File: src/rtl/op_issue_queue_pkg.sv
// Shared types for the op_issue_queue slice.
//   opcode_e      : processor operation encoding (ADD/SUB/MUL/DIV)
//   issue_state_e : issue FSM states
//   cmd_t         : buffered command {opcode, data, index}
// cmd_t carries IDX_W_DEF index bits; instances with a narrower IDX_W
// use the low IDX_W bits and leave the rest zero (IDX_W must not exceed
// IDX_W_DEF).
package op_proc_pkg;

  localparam int unsigned IDX_W_DEF = 16;

  typedef enum logic [1:0] {
    OP_ADD = 2'b00,
    OP_SUB = 2'b01,
    OP_MUL = 2'b10,
    OP_DIV = 2'b11
  } opcode_e;

  typedef enum logic [1:0] {
    IDLE,
    DRIVE,
    HOLD
  } issue_state_e;

  typedef struct packed {
    opcode_e                opcode;
    logic [7:0]             data;
    logic [IDX_W_DEF-1:0]   index;
  } cmd_t;

endpackage

File: src/rtl/op_issue_queue_if.sv
// Command and result handshake bundle for op_issue_queue.
//   in_valid/in_ready/in_opcode/in_data          : command stream
//   res_valid/res_ready/res_data/res_opcode/res_index : result stream
// master = command producer / result consumer, slave = the queue.
interface op_issue_queue_if #(
  parameter int unsigned IDX_W = 16
) ();

  logic             in_valid;
  logic             in_ready;
  logic [1:0]       in_opcode;
  logic [7:0]       in_data;

  logic             res_valid;
  logic             res_ready;
  logic [7:0]       res_data;
  logic [1:0]       res_opcode;
  logic [IDX_W-1:0] res_index;

  modport master (
    output in_valid, in_opcode, in_data, res_ready,
    input  in_ready, res_valid, res_data, res_opcode, res_index
  );

  modport slave (
    input  in_valid, in_opcode, in_data, res_ready,
    output in_ready, res_valid, res_data, res_opcode, res_index
  );

endinterface

File: src/rtl/op_issue_queue_cmd_fifo.sv
// op_cmd_fifo: DEPTH-entry synchronous FIFO of cmd_t.
//   clk, rst   : clock, asynchronous active-high reset
//   flush_i    : synchronous clear, dominates push/pop
//   push_i     : write din_i (ignored when full)
//   pop_i      : advance head (ignored when empty)
//   dout_o     : head entry
//   full_o, empty_o, count_o : occupancy status
module op_cmd_fifo
  import op_proc_pkg::*;
#(
  parameter int unsigned DEPTH = 8,
  localparam int unsigned AW   = $clog2(DEPTH),
  localparam int unsigned CW   = $clog2(DEPTH + 1)
) (
  input  logic          clk,
  input  logic          rst,
  input  logic          flush_i,
  input  logic          push_i,
  input  logic          pop_i,
  input  cmd_t          din_i,
  output cmd_t          dout_o,
  output logic          full_o,
  output logic          empty_o,
  output logic [CW-1:0] count_o
);

  cmd_t          mem_q [DEPTH];
  logic [AW-1:0] wr_ptr_q, wr_ptr_d;
  logic [AW-1:0] rd_ptr_q, rd_ptr_d;
  logic [CW-1:0] count_q, count_d;
  logic          do_push, do_pop;

  assign full_o  = (count_q == CW'(DEPTH));
  assign empty_o = (count_q == '0);
  assign do_push = push_i && !full_o && !flush_i;
  assign do_pop  = pop_i && !empty_o && !flush_i;
  assign dout_o  = mem_q[rd_ptr_q];
  assign count_o = count_q;

  // Pointers wrap naturally because DEPTH is a power of two.
  always_comb begin
    wr_ptr_d = wr_ptr_q;
    rd_ptr_d = rd_ptr_q;
    count_d  = count_q;
    if (flush_i) begin
      wr_ptr_d = '0;
      rd_ptr_d = '0;
      count_d  = '0;
    end else begin
      if (do_push) wr_ptr_d = wr_ptr_q + 1'b1;
      if (do_pop)  rd_ptr_d = rd_ptr_q + 1'b1;
      case ({do_push, do_pop})
        2'b10:   count_d = count_q + 1'b1;
        2'b01:   count_d = count_q - 1'b1;
        default: count_d = count_q;
      endcase
    end
  end

  always_ff @(posedge clk or posedge rst) begin
    if (rst) begin
      wr_ptr_q <= '0;
      rd_ptr_q <= '0;
      count_q  <= '0;
    end else begin
      wr_ptr_q <= wr_ptr_d;
      rd_ptr_q <= rd_ptr_d;
      count_q  <= count_d;
    end
  end

  // Storage needs no reset; only entries between the pointers are read.
  always_ff @(posedge clk) begin
    if (do_push) mem_q[wr_ptr_q] <= din_i;
  end

endmodule

File: src/rtl/op_issue_queue.sv
// op_issue_queue: buffers {opcode, data} commands, issues them one at a
// time to a combinational processor, and returns each captured result in
// acceptance order tagged with a sequence index.
//   clk, rst      : clock, asynchronous active-high reset
//   flush         : synchronous clear of FIFO, result slot and index counter
//   bus (slave)   : command (in_*) and result (res_*) handshakes
//   proc_op_sel   : registered opcode driven to the processor
//   proc_data_in  : registered operand driven to the processor
//   proc_data_out : processor result, sampled one cycle after issue
//   count         : FIFO occupancy (excludes the command in the issue slot)
module op_issue_queue
  import op_proc_pkg::*;
#(
  parameter int unsigned DEPTH = 8,
  parameter int unsigned IDX_W = IDX_W_DEF
) (
  input  logic                         clk,
  input  logic                         rst,
  input  logic                         flush,
  op_issue_queue_if.slave              bus,
  output logic [1:0]                   proc_op_sel,
  output logic [7:0]                   proc_data_in,
  input  logic [7:0]                   proc_data_out,
  output logic [$clog2(DEPTH+1)-1:0]   count
);

  issue_state_e     state_q, state_d;
  opcode_e          proc_op_q, proc_op_d;
  logic [7:0]       proc_data_q, proc_data_d;
  logic [IDX_W-1:0] cur_idx_q, cur_idx_d;
  logic             res_valid_q, res_valid_d;
  logic [7:0]       res_data_q, res_data_d;
  opcode_e          res_op_q, res_op_d;
  logic [IDX_W-1:0] res_idx_q, res_idx_d;
  logic [IDX_W-1:0] idx_q, idx_d;

  logic fifo_push, fifo_pop, fifo_full, fifo_empty;
  cmd_t push_cmd, head_cmd;

  op_cmd_fifo #(
    .DEPTH (DEPTH)
  ) u_fifo (
    .clk     (clk),
    .rst     (rst),
    .flush_i (flush),
    .push_i  (fifo_push),
    .pop_i   (fifo_pop),
    .din_i   (push_cmd),
    .dout_o  (head_cmd),
    .full_o  (fifo_full),
    .empty_o (fifo_empty),
    .count_o (count)
  );

  assign bus.in_ready   = !fifo_full;
  assign bus.res_valid  = res_valid_q;
  assign bus.res_data   = res_data_q;
  assign bus.res_opcode = res_op_q;
  assign bus.res_index  = res_idx_q;
  assign proc_op_sel    = proc_op_q;
  assign proc_data_in   = proc_data_q;

  always_comb begin
    state_d     = state_q;
    proc_op_d   = proc_op_q;
    proc_data_d = proc_data_q;
    cur_idx_d   = cur_idx_q;
    res_valid_d = res_valid_q;
    res_data_d  = res_data_q;
    res_op_d    = res_op_q;
    res_idx_d   = res_idx_q;
    idx_d       = idx_q;
    fifo_pop    = 1'b0;

    push_cmd                   = '0;
    push_cmd.opcode            = opcode_e'(bus.in_opcode);
    push_cmd.data              = bus.in_data;
    push_cmd.index[IDX_W-1:0]  = idx_q;

    // in_ready reflects pre-edge fullness, so a push while full is dropped
    // even if the same edge pops.
    fifo_push = bus.in_valid && !fifo_full && !flush;
    if (fifo_push) idx_d = idx_q + 1'b1;

    if (flush) begin
      state_d     = IDLE;
      res_valid_d = 1'b0;
      idx_d       = '0;
    end else begin
      case (state_q)
        IDLE: begin
          if (!fifo_empty) begin
            fifo_pop    = 1'b1;
            proc_op_d   = head_cmd.opcode;
            proc_data_d = head_cmd.data;
            cur_idx_d   = head_cmd.index[IDX_W-1:0];
            state_d     = DRIVE;
          end
        end
        DRIVE: begin
          res_valid_d = 1'b1;
          res_data_d  = proc_data_out;
          res_op_d    = proc_op_q;
          res_idx_d   = cur_idx_q;
          state_d     = HOLD;
        end
        HOLD: begin
          if (bus.res_ready) begin
            res_valid_d = 1'b0;
            if (!fifo_empty) begin
              fifo_pop    = 1'b1;
              proc_op_d   = head_cmd.opcode;
              proc_data_d = head_cmd.data;
              cur_idx_d   = head_cmd.index[IDX_W-1:0];
              state_d     = DRIVE;
            end else begin
              state_d = IDLE;
            end
          end
        end
        default: state_d = IDLE;
      endcase
    end
  end

  always_ff @(posedge clk or posedge rst) begin
    if (rst) begin
      state_q     <= IDLE;
      proc_op_q   <= OP_ADD;
      proc_data_q <= '0;
      cur_idx_q   <= '0;
      res_valid_q <= 1'b0;
      res_data_q  <= '0;
      res_op_q    <= OP_ADD;
      res_idx_q   <= '0;
      idx_q       <= '0;
    end else begin
      state_q     <= state_d;
      proc_op_q   <= proc_op_d;
      proc_data_q <= proc_data_d;
      cur_idx_q   <= cur_idx_d;
      res_valid_q <= res_valid_d;
      res_data_q  <= res_data_d;
      res_op_q    <= res_op_d;
      res_idx_q   <= res_idx_d;
      idx_q       <= idx_d;
    end
  end

endmodule

File: src/flat_wrapper.sv
// flat-port wrapper written by rule: the top's interface ports become plain ports
module op_issue_queue_flat import op_proc_pkg::*;
#(
  parameter int unsigned DEPTH = 8,
  parameter int unsigned IDX_W = IDX_W_DEF
)
  (clk, rst, flush, proc_op_sel, proc_data_in, proc_data_out, count, bus_in_valid, bus_in_opcode, bus_in_data, bus_res_ready, bus_in_ready, bus_res_valid, bus_res_data, bus_res_opcode, bus_res_index);
  op_issue_queue_if #(.IDX_W(IDX_W)) bus_i ();
  input  logic clk;
  input  logic rst;
  input  logic flush;
  output logic [1:0] proc_op_sel;
  output logic [7:0] proc_data_in;
  input  logic [7:0] proc_data_out;
  output logic [$clog2(DEPTH+1)-1:0] count;
  input wire logic [$bits(bus_i.in_valid)-1:0] bus_in_valid;
  input wire logic [$bits(bus_i.in_opcode)-1:0] bus_in_opcode;
  input wire logic [$bits(bus_i.in_data)-1:0] bus_in_data;
  input wire logic [$bits(bus_i.res_ready)-1:0] bus_res_ready;
  output wire logic [$bits(bus_i.in_ready)-1:0] bus_in_ready;
  output wire logic [$bits(bus_i.res_valid)-1:0] bus_res_valid;
  output wire logic [$bits(bus_i.res_data)-1:0] bus_res_data;
  output wire logic [$bits(bus_i.res_opcode)-1:0] bus_res_opcode;
  output wire logic [$bits(bus_i.res_index)-1:0] bus_res_index;
  assign bus_i.in_valid = bus_in_valid;
  assign bus_i.in_opcode = bus_in_opcode;
  assign bus_i.in_data = bus_in_data;
  assign bus_i.res_ready = bus_res_ready;
  assign bus_in_ready = bus_i.in_ready;
  assign bus_res_valid = bus_i.res_valid;
  assign bus_res_data = bus_i.res_data;
  assign bus_res_opcode = bus_i.res_opcode;
  assign bus_res_index = bus_i.res_index;
  op_issue_queue #(.DEPTH(DEPTH), .IDX_W(IDX_W)) u_core (.clk(clk), .rst(rst), .flush(flush), .bus(bus_i), .proc_op_sel(proc_op_sel), .proc_data_in(proc_data_in), .proc_data_out(proc_data_out), .count(count));
endmodule
File: config.mk
export PLATFORM = sky130hd
export DESIGN_NAME = op_issue_queue_flat
export DESIGN_NICKNAME = d
export VERILOG_FILES = /design/src/rtl/op_issue_queue_pkg.sv /design/src/rtl/op_issue_queue_if.sv /design/src/rtl/op_issue_queue_cmd_fifo.sv /design/src/rtl/op_issue_queue.sv /design/src/flat_wrapper.sv
export SDC_FILE = /design/constraint.sdc
export NUM_CORES = 1
export LEC_CHECK = 0
export CAP_MARGIN = 10
export CORE_ASPECT_RATIO = 0.7
export CORE_UTILIZATION = 30
export DETAILED_ROUTE_END_ITERATION = 12
export PLACE_DENSITY = 0.42
export SYNTH_ARGS = -nofsm -noshare
export SYNTH_HDL_FRONTEND = slang
export SYNTH_SLANG_ARGS = --single-unit
File: constraint.sdc
create_clock -name clk -period 9.3 [get_ports clk]
set_input_delay 0.93 -clock clk [delete_from_list [all_inputs] [get_ports clk]]
set_output_delay 0.93 -clock clk [all_outputs]
set_load 0.01 [all_outputs]
# After elaboration in Yosys (flattened, before gate mapping)
# Memory sizes are Yosys's and may differ from the RTL's.
# Index checks and enable logic that the tools add are counted.
[classes]
add_sub_neg = 5
n_eq_ne = 8
muxes = 31
n_bitwise = 1
reduce_logical = 21
[op_table]
columns = ["cell", "count"]
rows = [
  ["$mux W16", 4],
  ["$pmux W16 S2", 1],
  ["$add A16 B1 Y16 const B", 1],
  ["$mux W8", 2],
  ["$pmux W8 S2", 1],
  ["$mux W3", 4],
  ["$mux W2", 5],
  ["$mux W1", 8],
  ["$pmux W4 S2", 1],
  ["$reduce_bool A2 Y1", 4],
  ["$add A3 B1 Y3 const B", 2],
  ["$logic_and A1 B1 Y1", 6],
  ["$ne A3 B3 Y1 const B", 2],
  ["$pmux W2 S3", 1],
  ["$reduce_and A2 Y1", 3],
  ["$reduce_bool A3 Y1", 2],
  ["$add A4 B1 Y4 const B", 1],
  ["$eq A2 B1 Y1 const B", 2],
  ["$eq A2 B2 Y1 const B", 2],
  ["$eq A4 B4 Y1 const B", 1],
  ["$logic_not A4 Y1", 1],
  ["$mux W4", 1],
  ["$pmux W1 S2", 2],
  ["$pmux W2 S2", 1],
  ["6 further kinds", 8],
]
[totals]
regBits = 81
ramBits = 208
in_bits = 23
out_inout_bits = 42
n_memories = 1
[mem_list]
columns = ["memory", "depth", "word_bits", "read_ports", "rd_clocked_by_memory_dff", "write_ports", "line", "text"]
rows = [
  ["u_core.u_fifo.mem_q", 8, 26, 1, 0, 1, "op_issue_queue_cmd_fifo.sv:27", "cmd_t mem_q [DEPTH];"],
]

# Logic depth before layout (Yosys ltp)
[depth]
ltp_word = 10
ltp_mapped = 8
depth_no_buf = 8

# Cells and area by module
# A second synthesis with hierarchy kept.
[unflattened]
hier_cells = 582
hier_area_um2 = 11407.2
[modules_own_cells]
columns = ["module", "instances", "cells_per_inst", "area_per_inst_um2", "seq_area_each_um2"]
rows = [
  ["op_cmd_fifo", 1, 379, 8508.2, 6496.2],
  ["op_issue_queue", 1, 203, 2899.0, 1776.7],
]

# Least setup slack after synthesis
# No wires, ideal clock.
[synth_timing]
path_kind = "input port to flip-flop"
from = "in bus_in_valid"
to = "mem u_core.u_fifo.mem_q[0][0] in the netlist's numbering (enable)"
arrival_time_ns = 3.915
slack_ns = 4.910
path_stages = 3
n_path_buf = 0
cell_sequence = "inv_1 > or3_1 > nor4_1"
[synth_between]
elab_chain_cells = 6
[synth_lines]
columns = ["element", "line", "text"]
rows = [
  ["from (decl)", "flat_wrapper.sv:16", "input wire logic [$bits(bus_i.in_valid)-1:0] bus_in_valid;"],
  ["$logic_and A1 B1 Y1 (2 in series)", "op_issue_queue.sv:82", "fifo_push = bus.in_valid && !fifo_full && !flush;"],
  ["$logic_and A1 B1 Y1 (2 in series)", "op_issue_queue_cmd_fifo.sv:35", "assign do_push = push_i && !full_o && !flush_i;"],
  ["$mux W1", "op_issue_queue_cmd_fifo.sv:74", "if (do_push) mem_q[wr_ptr_q] <= din_i;"],
  ["$mux W1 (not written as such)", "op_issue_queue_cmd_fifo.sv:74", ""],
  ["to (decl)", "op_issue_queue_cmd_fifo.sv:27", ""],
]
# Every way passes these cells.

# Worst setup path in the final report
[layout_timing]
from = "reg u_core.u_fifo.count_q[0] (netlist: u_core.u_fifo.count_o[0])"
to = "out bus_in_ready"
[layout_between]
elab_chain_cells = 2
[layout_lines]
columns = ["element", "line", "text"]
rows = [
  ["from (decl)", "op_issue_queue_cmd_fifo.sv:30", "logic [CW-1:0] count_q, count_d;"],
  ["from (signal assigned)", "op_issue_queue_cmd_fifo.sv:68", "count_q <= count_d;"],
  ["$eq A4 B4 Y1", "op_issue_queue_cmd_fifo.sv:33", "assign full_o = (count_q == CW'(DEPTH));"],
  ["$logic_not A1 Y1", "op_issue_queue.sv:55", "assign bus.in_ready = !fifo_full;"],
  ["to (decl)", "flat_wrapper.sv:20", "output wire logic [$bits(bus_i.in_ready)-1:0] bus_in_ready;"],
]
# Every way passes these cells.

==> impl_metrics.csv <==
group,metric,value,unit
grt,use_met3,0.02604,
logic_synthesis,netlist_top_cells_count,"edfxtp_1 (208), dfrtp_1 (81), mux4_2 (52)",
routing,via_count,5688,
clock_network,clk_path_buf_depth,3,
logic_synthesis,synth-seq-cells,289,
floorplan,dieArea,0.03818,mm2
place,routabilityCongestion,0.6956,
finish,diodes,0,
grt,grt_pass1_vias,6226,
clock_network,ctsHtreeMaxLevel,1,
place,dp_hpwl,14110,um
grt,grt_pass1_wl,36810,um
logic_synthesis,syn_inst,608,
logic_synthesis,yosys_warnings,0,
finish,fin_util,0.3687,
routing,firstDrtPassIters,4,
logic_synthesis,synth_mux_area_frac,0.1575,
place,io_buffers,64,
finish,finalNetCount,718,
critical_path,crit_chain,"nor4b_2 > inv_2 > clkdlybuf4s50_1",
clock_network,cts_resized,0,
worst_hold_path,hp-class,"flop to flop",
logic_synthesis,synth_area,0.01122,mm2
critical_path,worstPathMaxFanout,15,
critical_path,end_kind,"primary output",
routing,remaining_drc_errors,0,
critical_path,critPathMaxStageDelay,580,ps
logic_synthesis,synth_largest_area_cell,"edfxtp_1",
finish,drive_gt1_frac,0.2163,
logic_synthesis,synth_area_leaders,"edfxtp_1 (56%), dfrtp_1 (18%), mux4_2 (10%), mux2_2 (2.8%), mux2i_1 (2.5%)",
critical_path,crit_buf_inv,2,
flow_run,maxCapViolations,0,
timing,setup_violations,0,
logic_synthesis,synth_compound_area_frac,0.03034,
grt,antenna_found_initial,0,
clock_network,clock_latency,550,ps
timing,post-route-period-util,0.3623,
logic_synthesis,ys_async_sr_fraction,0.2803,
power_and_ir_drop,worst_ir_drop_vdd,0.1311,mV
timing,maxSlewHeadroom,0.3732,
finish,fillers,3376,
logic_synthesis,synth-simple-area-share,0.04539,
critical_path,crit_required,8370,ps
floorplan,die_y,163.8,um
timing,period_needed,3369,ps
logic_synthesis,yosys_most_used_dff,"edfxtp_1",
grt,grt.overflow.total,0,
power_and_ir_drop,p_leak,4.381,nW
clock_network,clock-sinks,289,
timing,tns,0,ps
timing,fin_worst_skew,14.79,ps
grt,grt_max_degree,55,
clock_network,cts_hold_buf,0,
critical_path,crit_family,"buffers and inverters",
finish,synthToLayoutAreaGrowth,19.51,%
routing,vias_per_cell,4.772,
logic_synthesis,syn_avg_cell_area,18.45,um2
critical_path,setup.worst_path.start_class,"flop",
routing,ant_nets,0,
timing,worstMarginPinSlew,940.3,ps
routing,drt-wirelength-per-cell,20.05,um
finish,regArea,0.008280,mm2
grt,grt_util_met1,0.1802,
grt,track_usage,0.1298,
floorplan,fp.dieW,233.1,um
logic_synthesis,yosysSeqAreaShare,0.7375,
clock_network,numCtsBuffers,29,
timing,fmax,296.8,MHz
routing,drtIter0Drc,274,
logic_synthesis,synth.most_common_cell,"edfxtp_1",
clock_network,cts.clk_slew.worst_paths,60,ps
floorplan,num_rows,58,
logic_synthesis,synth_top_family_by_area,"multiplexers",
clock_network,cts_tree,"built",
floorplan,start_util,0.3086,
clock_network,clock-root-buffer,"clkbuf_16",
grt,grt_use_met2,0.2058,
routing,drt_wl_total,23900,um
finish,multi_input_area,0.002825,mm2
grt,top_usage_layer,"met2",
outcome,status,"finished, final reports clean",
logic_synthesis,synth_cell_types,45,
critical_path,worstPathArrival,2440,ps
logic_synthesis,synthXorXnorAreaFrac,0.007807,
critical_path,path_class,"flop to primary output",
logic_synthesis,yosys.area.top_type_share,0.5568,
power_and_ir_drop,power.density,273.6,mW/mm2
critical_path,cp_slowest_cell,"nor4b_2",
timing,drv_slew,0,
logic_synthesis,synth_fp_nets,637,
floorplan,ioPinCount,65,
logic_synthesis,synth-edff-count,208,
timing,rsz0062_at_grt,"no",
timing,hold_viol,0,
floorplan,coreArea,0.03636,mm2
logic_synthesis,synth_fa_ha_area_frac,0.007361,
clock_network,postCtsSetupBuffers,0,
[where the power goes]
part / internal (mW) / switching [mW]
Sequential: 1.55 / 0.158
Combinational: 0.450 / 0.376
Clock: 0.665 / 0.472
Total: 2.66 / 1.01
[registers in the layout, indices dropped and copies added, names as in the netlist]
register,flops
u_core.u_fifo.mem_q,208
u_core.bus.res_index,16
u_core.cur_idx_q,16
u_core.idx_q,16
u_core.bus.res_data,8
u_core.proc_data_in,8
u_core.u_fifo.count_o,4
u_core.u_fifo.rd_ptr_q,3
u_core.u_fifo.wr_ptr_q,3
u_core.bus.res_opcode,2
u_core.proc_op_sel,2
u_core.state_q,2
u_core.bus.res_valid,1
[logic make-up (layout without fill, tap and decap cells)]
group / after synthesis / count (layout)
AOI/OAI and AO/OA: 58 / 58
xor gates and xnor gates: 10 / 10
adders and majority gates: 6 / 6
buffers and inverters: 36 / 140
DFF: 289 / 289
muxes: 108 / 108
and+or+nand+nor: 101 / 101
[layer usage]
layer / wire (um) / vias up
met3: 1011 / 40
met1: 11230 / 2981
met4: 572 / 0
met5: 0 / -
li1: - / 2562
met2: 11090 / 105
[worst min-delay path, delay by kind of cell, from the launching register on]
family | cells | cell delay [ps]
simple gates | 1 | 40
compound gates | 1 | 50
flops | 1 | 340
[path summary, 6_finish.rpt]
check                                                     start                               endpoint  slack, ps  cells after the start
max in group asynchronous                                   rst  u_core.u_fifo.rd_ptr_q[1]$_DFFE_PP0P_       7430                      3
max reg2reg                u_core.u_fifo.count_o[3]$_DFFE_PP0P_   u_core.u_fifo.mem_q[1][11]$_DFFE_PP_       6610                      5
min reg2reg                     u_core.cur_idx_q[1]$_DFFE_PP0P_        u_core.cur_idx_q[1]$_DFFE_PP0P_        470                      2
min                             u_core.cur_idx_q[1]$_DFFE_PP0P_        u_core.cur_idx_q[1]$_DFFE_PP0P_        470                      2
max                        u_core.u_fifo.count_o[0]$_DFFE_PP0P_                           bus_in_ready       5930                      3
min in group asynchronous                                   rst     u_core.bus.res_data[3]$_DFFE_PP0P_        740                      2
[layout by cell type, fill, tap and decap left out, types with 3 or more instances in the layout]
| cell type | Yosys | routed |
|---|---|---|
| nand3_1 | 12 | 11 |
| clkinv_1 | 0 | 5 |
| mux2_2 | 28 | 28 |
| nor2_2 | 0 | 6 |
| inv_1 | 6 | 5 |
| xor2_1 | 10 | 10 |
| nand4_1 | 7 | 7 |
| edfxtp_1 | 208 | 208 |
| ha_1 | 5 | 5 |
| mux4_2 | 52 | 52 |
| nand2_1 | 38 | 38 |
| mux2i_1 | 28 | 28 |
| bufinv_16 | 0 | 3 |
| or4_1 | 4 | 4 |
| clkbuf_1 | 9 | 10 |
| buf_4 | 2 | 14 |
| or3_1 | 5 | 5 |
| clkinv_2 | 0 | 4 |
| dfrtp_1 | 81 | 79 |
| a21oi_1 | 14 | 14 |
| o21ai_0 | 30 | 30 |
| nor2_1 | 19 | 13 |
| clkbuf_16 | 0 | 29 |
| o31ai_1 | 4 | 4 |
| clkdlybuf4s50_1 | 0 | 64 |
[through the flow]
step           cells  total power [mW]  worst slack (ps)  hold slack (ps)  cell area (um2)
6_report        1192             3.668              5931            471.1            13410
5_1_grt         1192             3.884              5780            508.0            13410
4_1_cts         1192             3.747              5887            479.8            13410
3_5_place_dp    1138             2.591              5416            465.5            12480
3_3_place_gp    1138             2.573              5452            456.7            12480
2_1_floorplan    608             2.217              4910            444.4            11220
[final cells by class]
class / instances / area share
tap: 480 / 0.04480
inverter: 8 / 0.002427
sequential: 289 / 0.6176
multi-input combinational: 283 / 0.2107
timing repair buffer: 78 / 0.05562
clock buffer: 40 / 0.05796
clock inverter: 14 / 0.01083
(Power assumes the default switching activity.)
